==> src/rtl/lshift_seq_if.sv <==
// Start/done handshake bundle for the sequential left-shift unit.
// master drives the request; slave returns status and result.
interface lshift_seq_if #(
    parameter int WIDTH = 32,
    parameter int CNT_W = 6
);
    logic             start;
    logic [WIDTH-1:0] in;
    logic [CNT_W-1:0] amt;
    logic             busy;
    logic             done;
    logic [WIDTH-1:0] out;
    logic             ovf;

    modport master (
        output start, in, amt,
        input  busy, done, out, ovf
    );

    modport slave (
        input  start, in, amt,
        output busy, done, out, ovf
    );
endinterface

==> src/rtl/lshift_seq.sv <==
// Sequential left shifter: out = in << amt, one bit per clock.
// ovf records any 1 bit pushed past the MSB during the run.
module lshift_seq #(
    parameter int WIDTH = 32,
    parameter int CNT_W = 6
) (
    input  logic        clk,
    input  logic        rst,
    lshift_seq_if.slave bus
);
    typedef enum logic [1:0] {
        IDLE  = 2'd0,
        SHIFT = 2'd1,
        DONE  = 2'd2
    } state_t;

    state_t           state;
    state_t           nxt;
    logic [WIDTH-1:0] out_q;
    logic [CNT_W-1:0] cnt;
    logic             ovf_q;

    always_ff @(posedge clk or posedge rst) begin
        if (rst) begin
            state <= IDLE;
        end else begin
            state <= nxt;
        end
    end

    always_comb begin
        nxt = state;
        unique case (state)
            IDLE:    if (bus.start) nxt = SHIFT;
            SHIFT:   if (cnt == '0) nxt = DONE;
            DONE:    nxt = IDLE;
            default: nxt = IDLE;
        endcase
    end

    // Amounts >= WIDTH are not clamped; the counter just runs them out.
    always_ff @(posedge clk or posedge rst) begin
        if (rst) begin
            out_q <= '0;
            cnt   <= '0;
            ovf_q <= 1'b0;
        end else begin
            unique case (state)
                IDLE: begin
                    if (bus.start) begin
                        out_q <= bus.in;
                        cnt   <= bus.amt;
                        ovf_q <= 1'b0;
                    end
                end
                SHIFT: begin
                    if (cnt != '0) begin
                        out_q <= {out_q[WIDTH-2:0], 1'b0};
                        ovf_q <= ovf_q | out_q[WIDTH-1];
                        cnt   <= cnt - CNT_W'(1);
                    end
                end
                default: begin
                end
            endcase
        end
    end

    always_comb begin
        bus.busy = (state != IDLE);
        bus.done = (state == DONE);
        bus.out  = out_q;
        bus.ovf  = ovf_q;
    end
endmodule

==> src/flat_wrapper.sv <==
// flat-port wrapper written by rule: the top's interface ports become plain ports
module lshift_seq_flat 
#(
    parameter int WIDTH = 32,
    parameter int CNT_W = 6
)
  (clk, rst, bus_start, bus_in, bus_amt, bus_busy, bus_done, bus_out, bus_ovf);
  lshift_seq_if #(.WIDTH(WIDTH), .CNT_W(CNT_W)) bus_i ();
  input  logic clk;
  input  logic rst;
  input wire logic [$bits(bus_i.start)-1:0] bus_start;
  input wire logic [$bits(bus_i.in)-1:0] bus_in;
  input wire logic [$bits(bus_i.amt)-1:0] bus_amt;
  output wire logic [$bits(bus_i.busy)-1:0] bus_busy;
  output wire logic [$bits(bus_i.done)-1:0] bus_done;
  output wire logic [$bits(bus_i.out)-1:0] bus_out;
  output wire logic [$bits(bus_i.ovf)-1:0] bus_ovf;
  assign bus_i.start = bus_start;
  assign bus_i.in = bus_in;
  assign bus_i.amt = bus_amt;
  assign bus_busy = bus_i.busy;
  assign bus_done = bus_i.done;
  assign bus_out = bus_i.out;
  assign bus_ovf = bus_i.ovf;
  lshift_seq #(.WIDTH(WIDTH), .CNT_W(CNT_W)) u_core (.clk(clk), .rst(rst), .bus(bus_i));
endmodule
==> config.mk <==
export PLATFORM = sky130hd
export DESIGN_NAME = lshift_seq_flat
export DESIGN_NICKNAME = d
export VERILOG_FILES = /design/src/rtl/lshift_seq_if.sv /design/src/rtl/lshift_seq.sv /design/src/flat_wrapper.sv
export SDC_FILE = /design/constraint.sdc
export NUM_CORES = 1
export LEC_CHECK = 0
export ABC_CLOCK_PERIOD_IN_PS = 3900
export BUFFER_PORTS_ARGS = -buffer_cell sky130_fd_sc_hd__buf_2
export CORE_MARGIN = 2
export CORE_UTILIZATION = 52
export CTS_BUF_LIST = sky130_fd_sc_hd__clkbuf_4 sky130_fd_sc_hd__clkbuf_8 sky130_fd_sc_hd__clkbuf_16
export DETAILED_ROUTE_END_ITERATION = 8
export PLACE_DENSITY = 0.89
export SYNTH_ARGS = -nofsm -noshare
export SYNTH_HDL_FRONTEND = slang
export SYNTH_SLANG_ARGS = --single-unit
==> constraint.sdc <==
create_clock -name clk -period 3.9 [get_ports clk]
set_clock_uncertainty 0.15 [all_clocks]
set_input_delay 0.195 -clock clk [delete_from_list [all_inputs] [get_ports clk]]
set_output_delay 0.195 -clock clk [all_outputs]
set_load 0.01 [all_outputs]
# After elaboration in Yosys (flattened, before gate mapping)
# Index checks and enable logic that the tools add are counted.
[word_totals] word_cells=30 register_bits=41 out_inout_bits=35
[classes] bitwise_logic=1 reduce_logical=7 eq_ne=5 mux=12 add_sub_neg=1
[ops] cell="2-to-1 mux 32 bit" n=2
[ops] cell="case mux 32 bit (2 select lines)" n=1
[ops] cell="2-to-1 mux 6 bit" n=2
[ops] cell="case mux 6 bit (2 select lines)" n=1
[ops] cell="logical NOT 6 bit" n=1
[ops] cell="nonzero test 6 bit" n=1
[ops] cell="subtractor 6 x 1 -> 6 bit, second input constant" n=1
[ops] cell="2-to-1 mux 2 bit" n=2
[ops] cell="!= test 2 x 1 -> 1 bit, second input constant" n=2
[ops] cell="case mux 2 bit (2 select lines)" n=1
[ops] cell="nonzero test 2 bit" n=2
[ops] cell="AND reduction 3 bit" n=1
[ops] cell="equality test 2 x 1 -> 1 bit, second input constant" n=1
[ops] cell="equality test 2 bit, second input constant" n=1
[ops] cell="logical NOT 2 bit" n=1
[ops] cell="2-to-1 mux 1 bit" n=2
[ops] cell="!= test 2 bit, second input constant" n=1
[ops] cell="case mux 1 bit (2 select lines)" n=1
[ops] cell="AND reduction 2 bit" n=1
[ops] cell="bitwise OR 1 bit" n=1

# Logic depth before layout (Yosys ltp)
# Gate-level depths: netlist of the first run.
[depth] depth_word=3 mapped_depth=8 ltp_nobuf=7

# Least setup slack after synthesis of the first run
# OpenSTA, ideal clock, no wires.
[synth_timing] path_type="register to register" start="register u_core.cnt[0]" end="register u_core.cnt[5]" arrival_ns=1.546 path_stages_with_launch=9 setup_time_ns=0.124 synth_period_minus_slack_ns=1.820 path_buffers=1 path_slack_ns=2.080 path_cell_list="dfrtp_1 inv_1 ha_1 nor2b_1 a311o_2 clkinv_4 buf_6 o21ai_1 o2bb2ai_1"
[synth_between] elab_chain_cells=3 word_cells_on_any_way=6 cone_classes="1 x add/sub; 1 x eq/ne; 2 x mux; 2 x reduce/logical"
[synth_lines] element="start, declared" line_no="lshift_seq.sv:20" text="logic [CNT_W-1:0] cnt;"
[synth_lines] element="start signal, assigned" line_no="lshift_seq.sv:52" text="cnt <= bus.amt;"
[synth_lines] element="start signal, assigned" line_no="lshift_seq.sv:60" text="cnt <= cnt - CNT_W'(1);"
[synth_lines] element="subtractor 6 x 1 -> 6 bit or nonzero test 6 bit (tied branches)" line_no="lshift_seq.sv:60, lshift_seq.sv:57"
[synth_lines] element="2-to-1 mux 6 bit or != test 2 x 1 -> 1 bit (tied branches)"
[synth_lines] element="case mux 6 bit (2 select lines) or AND reduction 3 bit (tied branches)"
# Several ways; a longest one is shown, not always the timed one. The select of a mux whose other input is x is not followed.
# A chain may end at the register's enable or synchronous reset.

# Final worst setup path of the first run
[layout_timing] start="register u_core.state[1]" end="register u_core.cnt[5]"
[layout_between] elab_chain_cells=3 word_cells_on_any_way=7 cone_classes="3 x eq/ne; 1 x mux; 3 x reduce/logical"
[layout_lines] element="start, declared" line_no="lshift_seq.sv:17" text="state_t state;"
[layout_lines] element="start signal, assigned" line_no="lshift_seq.sv:27" text="state <= nxt;"
[layout_lines] element="equality test 2 x 1 -> 1 bit or logical NOT 2 bit (tied branches)" line_no="lshift_seq.sv:48" text="unique case (state)"
[layout_lines] element="!= test 2 x 1 -> 1 bit (no line), or another cell as far along"
[layout_lines] element="AND reduction 3 bit (no line)"
# Several ways; a longest one is shown, not always the timed one.

==> flow_summary.yaml, run 1 <==
synth:
  synth-warning-count: 0
  synth-seq-area-share_pct: 51.8
  syn-instance-count: 235
  synth_enable_flop_cells: 0
  area_fraction_of_the_dominant_cell_type_after_synthesis_pct: 51.8
  synthesis.area_um2: 1980
  post-synth-top-count-cell: "nand2_1"
  yosys-top-cells-count: "nand2_1 (68), dfrtp_1 (41), nor2_1 (38)"
  synth-async-reset-ratio_pct: 100
  synth_top_flop_cell: "dfrtp_1"
  synth.area.top_cells: "dfrtp_1 (52%), nand2_1 (13%), a31oi_1 (10%), nor2_1 (7.2%), buf_6 (2.3%)"
  post_synth.cell_area_avg_um2: 8.43
  yosys.cell_types.count: 28
  ys_ff_latch: 41
  syn-num-nets: 278
  synth_top_cell_by_area: "dfrtp_1"
sta:
  timing.final.setup_violations: 0
  timing_worst_slew_pin_value_ns: 1.15
  achievable_clock_frequency_mhz: 442
  timing.final.max_slew_violations: 0
  layout_worst_path_cycle_share_pct: 58.0
  final-hold-violation-count: 0
  finalWorstPathRequiredPeriod_ns: 2.26
  setup-tns-final_ns: 0
  timing.final.ws_setup_ns: 1.64
  max-slew-margin-rel_pct: 23.4
  setup_repair_after_global_routing_missed_its_margin: "no"
global_routing:
  grt_start_max_net_pins: 74
  grt_met3_usage_pct: 5.99
  grt.met2_usage_pct: 40.0
  first_pass_grt_wire_length_mm: 8.02
  global_route.usage.total_pct: 24.8
  grt_overflow: 0
  grt_pass1_vias: 1724
  number_of_antenna_violations_at_the_first_check_in_global_routing: 0
  grt_busiest_layer: "met2"
  grt_util_met1_pct: 32.2
clocking:
  cts-buffers-inserted: 5
  clock_tree_from_tritoncts: "built"
  ctsResizeCount: 0
  path_clk_slew_ns: 0.07
  clock_sinks: 41
  htree_levels: 2
  maximum_clock_insertion_buffer_count: 2
  post_cts.repair.setup_buffers: 0
  clock_latency_ns: 0.29
  cts_root_buffer: "clkbuf_8"
cells_and_area:
  multi_input_area_um2: 838
  proportion_of_layout_cells_with_a_drive_suffix_above_1_pct: 28.4
  seqCellArea_um2: 1030
  n_fill_cell: 294
  flow.area_growth_from_synthesis_pct: 30.3
  layout.nets: 362
  antenna_cells_inserted: 0
  finish.utilization_pct: 70.5
drt:
  first_pass_iters: 4
  totalWireLength_mm: 4.85
  via_count: 1954
  detail_route.vias_per_cell: 5.31
  post_drt_wl_per_cell_um: 13.2
  drc_errors: 0
  initial_detailed_routing_violation_count: 151
  drtAntennaViolNets: 0
power:
  ir_drop_v: 0.000477
  power_per_cell_area_nw_per_um2: 934
  p_leak_nw: 1.28
die:
  dieWidth_um: 65.7
  core_region_area_um2: 3660
  io_pins: 76
  die_outline_area_um2: 4320
  floorplan.rows: 22
  effective_utilization_at_floorplan_pct: 54.1
  die_h_um: 65.7
worst_setup_path:
  critical_path_class: "flop to flop"
  worst_r2r_path_depth: 5
  critPathRequiredTime_ns: 3.93
  critical_path.max_fanout: 32
  arrival_ns: 2.30
  critical_path.startpoint_type: "flop"
  setup.worst_path.end_class: "flop"
  slowest_stage: "nand2b_1"
  max_stage_delay_ns: 0.90
  path_cells: "nand2b_1 > buf_4 > nor2_1 > a22oi_1 > o2bb2ai_1"
placement:
  place.port_buffers: 75
  gpl.final_weighted_congestion: 0.751
  place.detailed.hpwl_mm: 3.31
  post-place-ws_ns: 1.66
min_path:
  min_delay_path_depth: 3
  worstHoldPathType: "primary input to flop"
run_status:
  outcome: "completed"
job:
  cap_viol_max_count: 0
[routing by layer]
layer  vias up  part of all wire [%]
met2        63                    50
li1        965                     -
met3         7                   5.7
met1       919                    43
met5         -                     0
met4         0                   1.8
[path summary, 6_finish.rpt]
kind                                             start                              to  slack [ns]
setup / recovery           u_core.state[1]$_DFFE_PP0P_       u_core.cnt[5]$_DFFE_PP0P_        1.64
hold / removal                               bus_in[4]   u_core.bus.out[4]$_DFFE_PP0P_       0.005
setup reg to reg           u_core.state[1]$_DFFE_PP0P_       u_core.cnt[5]$_DFFE_PP0P_        1.64
hold reg to reg              u_core.cnt[5]$_DFFE_PP0P_       u_core.cnt[5]$_DFFE_PP0P_        0.39
max in group asynchronous                          rst  u_core.bus.out[23]$_DFFE_PP0P_        2.85
min in group asynchronous                          rst   u_core.bus.out[6]$_DFFE_PP0P_        0.41
[kinds of logic after synthesis]
logic type	count (synthesis)	share of synthesized area (%)
adders and majority gates	2	1.26
and+or+nand+nor	119	24.2
AOI/OAI and AO/OA	52	16.7
DFF	41	51.8
buffers and inverters	21	6.06
[cells in the final DEF (no fill, tap or decap), drive strengths merged]
cell,count
or2,1
o211ai,1
clkbuf,6
nand2,68
nor2,38
and3,1
o2bb2ai,1
nor3,3
ha,2
o21ai,9
inv,3
a311o,1
a21oi,2
dfrtp,41
nand2b,1
clkinv,4
dlygate4sd3,15
or3,1
a22oi,1
a31oi,33
nor2b,3
a22o,4
nor3b,1
buf,78
nand3,2
[state kept, by name, summed over array words and instances, names as in the netlist]
| name | count |
|---|---|
| u_core.bus.ovf | 1 |
| u_core.state | 2 |
| u_core.bus.out | 32 |
| u_core.cnt | 6 |
[power breakdown]
part,switching [mW],total [mW],internal (mW)
logic,0.767,1.29,0.523
registers,0.185,0.850,0.665
clock network,0.141,0.272,0.131
total,1.09,2.41,1.32
[worst max-delay path: cells and delay by family, from the launching register on]
kind	cells	cell delay [ns]
DFF	1	0.43
and+or+nand+nor	2	0.95
buffers and inverters	1	0.34
AOI/OAI and AO/OA	2	0.26
[final cells by class]
class / instances / area share, %
clock buffer: 6 / 2.96
clock inverter: 2 / 0.388
inverter: 5 / 0.921
multi-input combinational: 173 / 32.5
sequential: 41 / 39.7
tap: 48 / 2.33
timing repair buffer: 93 / 21.2
[stage by stage]
step                instances  power [mW]  hold WS, ns  area, µm²
floorplan                 235        1.81        0.195       1980
global placement          345        2.07        0.185       2350
detailed placement        345        2.14        0.184       2350
CTS                       368        2.42     0.000376       2580
global route              368        2.65      0.00276       2580
finish                    368        2.41      0.00501       2580
[what timing repair did]
| action | 4_1_cts | 5_1_grt |
|---|---|---|
| hold endpoints to repair | 55 | 0 |
| endpoints found under the setup margin | 0 | 0 |
| hold buffers | 15 | 0 |
Power figures use the tool's default switching activity.
==> inputs of run 2 (changes only) <==
--- a/config.mk
+++ b/config.mk
@@ -5,13 +5,14 @@
 export SDC_FILE = /design/constraint.sdc
 export NUM_CORES = 1
 export LEC_CHECK = 0
-export ABC_CLOCK_PERIOD_IN_PS = 3900
+export ABC_AREA = 1
+export ABC_CLOCK_PERIOD_IN_PS = 2000
 export BUFFER_PORTS_ARGS = -buffer_cell sky130_fd_sc_hd__buf_2
 export CORE_MARGIN = 2
-export CORE_UTILIZATION = 52
+export CORE_UTILIZATION = 45
 export CTS_BUF_LIST = sky130_fd_sc_hd__clkbuf_4 sky130_fd_sc_hd__clkbuf_8 sky130_fd_sc_hd__clkbuf_16
 export DETAILED_ROUTE_END_ITERATION = 8
-export PLACE_DENSITY = 0.89
+export PLACE_DENSITY = 0.8
 export SYNTH_ARGS = -nofsm -noshare
 export SYNTH_HDL_FRONTEND = slang
 export SYNTH_SLANG_ARGS = --single-unit
==> constraint.sdc (replaced) <==
create_clock -name clk -period 2 [get_ports clk]
set_clock_uncertainty 0.15 [all_clocks]
set_input_delay 0.1 -clock clk [delete_from_list [all_inputs] [get_ports clk]]
set_output_delay 0.1 -clock clk [all_outputs]
set_load 0.01 [all_outputs]
==> flow_summary.yaml, run 2 <==
run_status:
  outcome: "completed"
synth:
  synth_top_flop_cell: "dfrtp_1"
  area_fraction_of_the_dominant_cell_type_after_synthesis_pct: 45.0
  post_synth.cell_area_avg_um2: 8.18
  yosys.cell_types.count: 22
  synth-warning-count: 0
  syn-num-nets: 322
  synth.area.top_cells: "dfrtp_1 (45%), nand2_1 (13%), o21ai_2 (12%), inv_1 (6.6%), o21ai_0 (5.3%)"
  yosys-top-cells-count: "nand2_1 (77), dfrtp_1 (41), inv_1 (40)"
  synth-seq-area-share_pct: 45.0
  syn-instance-count: 279
  synth-async-reset-ratio_pct: 100
  post-synth-top-count-cell: "nand2_1"
  synthesis.area_um2: 2280
  ys_ff_latch: 41
  synth_enable_flop_cells: 0
  synth_top_cell_by_area: "dfrtp_1"
sta:
  setup-tns-final_ns: 0
  timing.final.max_slew_violations: 0
  setup_repair_after_global_routing_missed_its_margin: "no"
  timing.final.setup_violations: 0
  achievable_clock_frequency_mhz: 591
  final-hold-violation-count: 0
  layout_worst_path_cycle_share_pct: 84.5
  max-slew-margin-rel_pct: 65.5
  timing_worst_slew_pin_value_ns: 0.517
  finalWorstPathRequiredPeriod_ns: 1.69
  whs_ns: 0.00240
worst_setup_path:
  max_stage_delay_ns: 0.38
  critical_path.max_fanout: 28
  critical_path_class: "flop to flop"
  critPathRequiredTime_ns: 2.03
  path_cells: "inv_1 > ha_1 > nand3_2 > nand2_2 > nand2_4 > buf_12 > nand2_1 > o21ai_2"
  setup.worst_path.end_class: "flop"
  critical_path.startpoint_type: "flop"
  slowest_stage: "dfrtp_1"
  arrival_ns: 1.72
cells_and_area:
  antenna_cells_inserted: 0
  layout_commonest_cell: "nand2_1"
  flow.area_growth_from_synthesis_pct: 38.2
  final_cell_count_no_fill: 451
  mostFrequentLayoutCells: "nand2_1 (77), buf_2 (75), dfrtp_1 (41)"
  layout.nets: 426
  largest_register_ffs: 32
  proportion_of_layout_cells_with_a_drive_suffix_above_1_pct: 34.1
global_routing:
  grt_start_max_net_pins: 42
  grt_pass1_vias: 1921
  first_pass_grt_wire_length_mm: 8.25
  grt_overflow: 0
  global_route.usage.total_pct: 19.0
  number_of_antenna_violations_at_the_first_check_in_global_routing: 0
power:
  ir_drop_v: 0.000978
  power_per_cell_area_nw_per_um2: 1640
  p_leak_nw: 1.61
clocking:
  path_clk_slew_ns: 0.08
  ctsResizeCount: 0
  cts_root_buffer: "clkbuf_8"
  cts-buffers-inserted: 5
  htree_levels: 2
  maximum_clock_insertion_buffer_count: 2
  clock_sinks: 41
  clock_tree_from_tritoncts: "built"
  clock_latency_ns: 0.29
placement:
  post_place_cells: 411
  gpl.final_weighted_congestion: 0.769
  place.port_buffers: 75
  place.detailed.hpwl_mm: 3.31
drt:
  via_count: 2063
  totalWireLength_mm: 5.03
  drc_errors: 0
  detail_route.vias_per_cell: 4.57
  initial_detailed_routing_violation_count: 93
  first_pass_iters: 4
  drtAntennaViolNets: 0
  post_drt_wl_per_cell_um: 11.1
die:
  io_pins: 76
  floorplan.rows: 25
  effective_utilization_at_floorplan_pct: 47.4
  die_outline_area_um2: 5650
  dieWidth_um: 75.2
  die_h_um: 75.2
  core_region_area_um2: 4820
job:
  cap_viol_max_count: 0
min_path:
  worstHoldPathType: "primary input to flop"
run 2: area by class of cell:
cell class                      count  area, µm²
Multi-Input combinational cell    180        973
Fill cell                         433       1670
Sequential cell                    41       1030
Tap cell                           67       83.8
Timing Repair Buffer              112        771
Clock inverter                      3       65.1
Inverter                           43        164
Clock buffer                        5       68.8
run 2: kinds of logic after synthesis:
logic type | share of synthesized area, %
flip-flops | 45.0
AND/OR/NAND/NOR | 20.0
AO/OA/AOI/OAI | 21.4
adder cells (fa/ha/maj) | 1.10
buffers and inverters | 12.6
run 2: path summary, 6_finish.rpt:
| path | from | end | slack, ns | depth (start not counted) |
|---|---|---|---|---|
| max in group asynchronous | rst | u_core.bus.out[22]$_DFFE_PP0P_ | 1.00 | 4 |
| hold / removal | bus_in[21] | u_core.bus.out[21]$_DFFE_PP0P_ | 0.002 | 5 |
| setup / recovery | u_core.cnt[1]$_DFFE_PP0P_ | u_core.bus.out[28]$_DFFE_PP0P_ | 0.31 | 8 |
| min in group asynchronous | rst | u_core.bus.out[12]$_DFFE_PP0P_ | 0.34 | 4 |
| setup reg to reg | u_core.cnt[1]$_DFFE_PP0P_ | u_core.bus.out[28]$_DFFE_PP0P_ | 0.31 | 8 |
| hold reg to reg | u_core.bus.ovf$_DFFE_PP0P_ | u_core.bus.ovf$_DFFE_PP0P_ | 0.35 | 1 |
run 2: report_power, final:
part,switching (mW),leakage (nW),internal [mW]
sequential,0.231,0.513,1.23
clock,0.283,0.0681,0.496
combinational,1.79,1.03,1.15
run 2: critical path: cells and delay by family, from the launching register on:
family / cells / cell delay [ns]
buf+inv: 2 / 0.35
simple gates: 4 / 0.47
fa+ha+maj: 1 / 0.18
compound gates: 1 / 0.05
flops: 1 / 0.38
run 2: per-stage QoR:
step | cell area (µm²) | total power, mW | worst slack [ns] | utilization, %
after floorplan | 2280 | 3.74 | 0.442 | -
after global placement | 2700 | 4.30 | 0.364 | 56.0
after detailed placement | 2700 | 4.39 | 0.316 | 56.0
after CTS | 3150 | 5.23 | 0.302 | 65.4
after global routing | 3150 | 5.68 | 0.188 | 65.4
final | 3150 | 5.18 | 0.309 | 65.4
run 2: layer usage:
metal / up-vias / routed length, µm / global-route usage (%)
met2: 52 / 2510 / 33.9
met1: 922 / 2240 / 23.4
met5: - / 0 / 0
met4: 0 / 55 / 5.85
li1: 1081 / - / -
met3: 8 / 228 / 3.35
run 2: repair_timing:
item                                    CTS  global route
buffers inserted                          0             0
hold buffers                             32             0
endpoints found under the setup margin    0             0
endpoints found under the hold margin    72             0
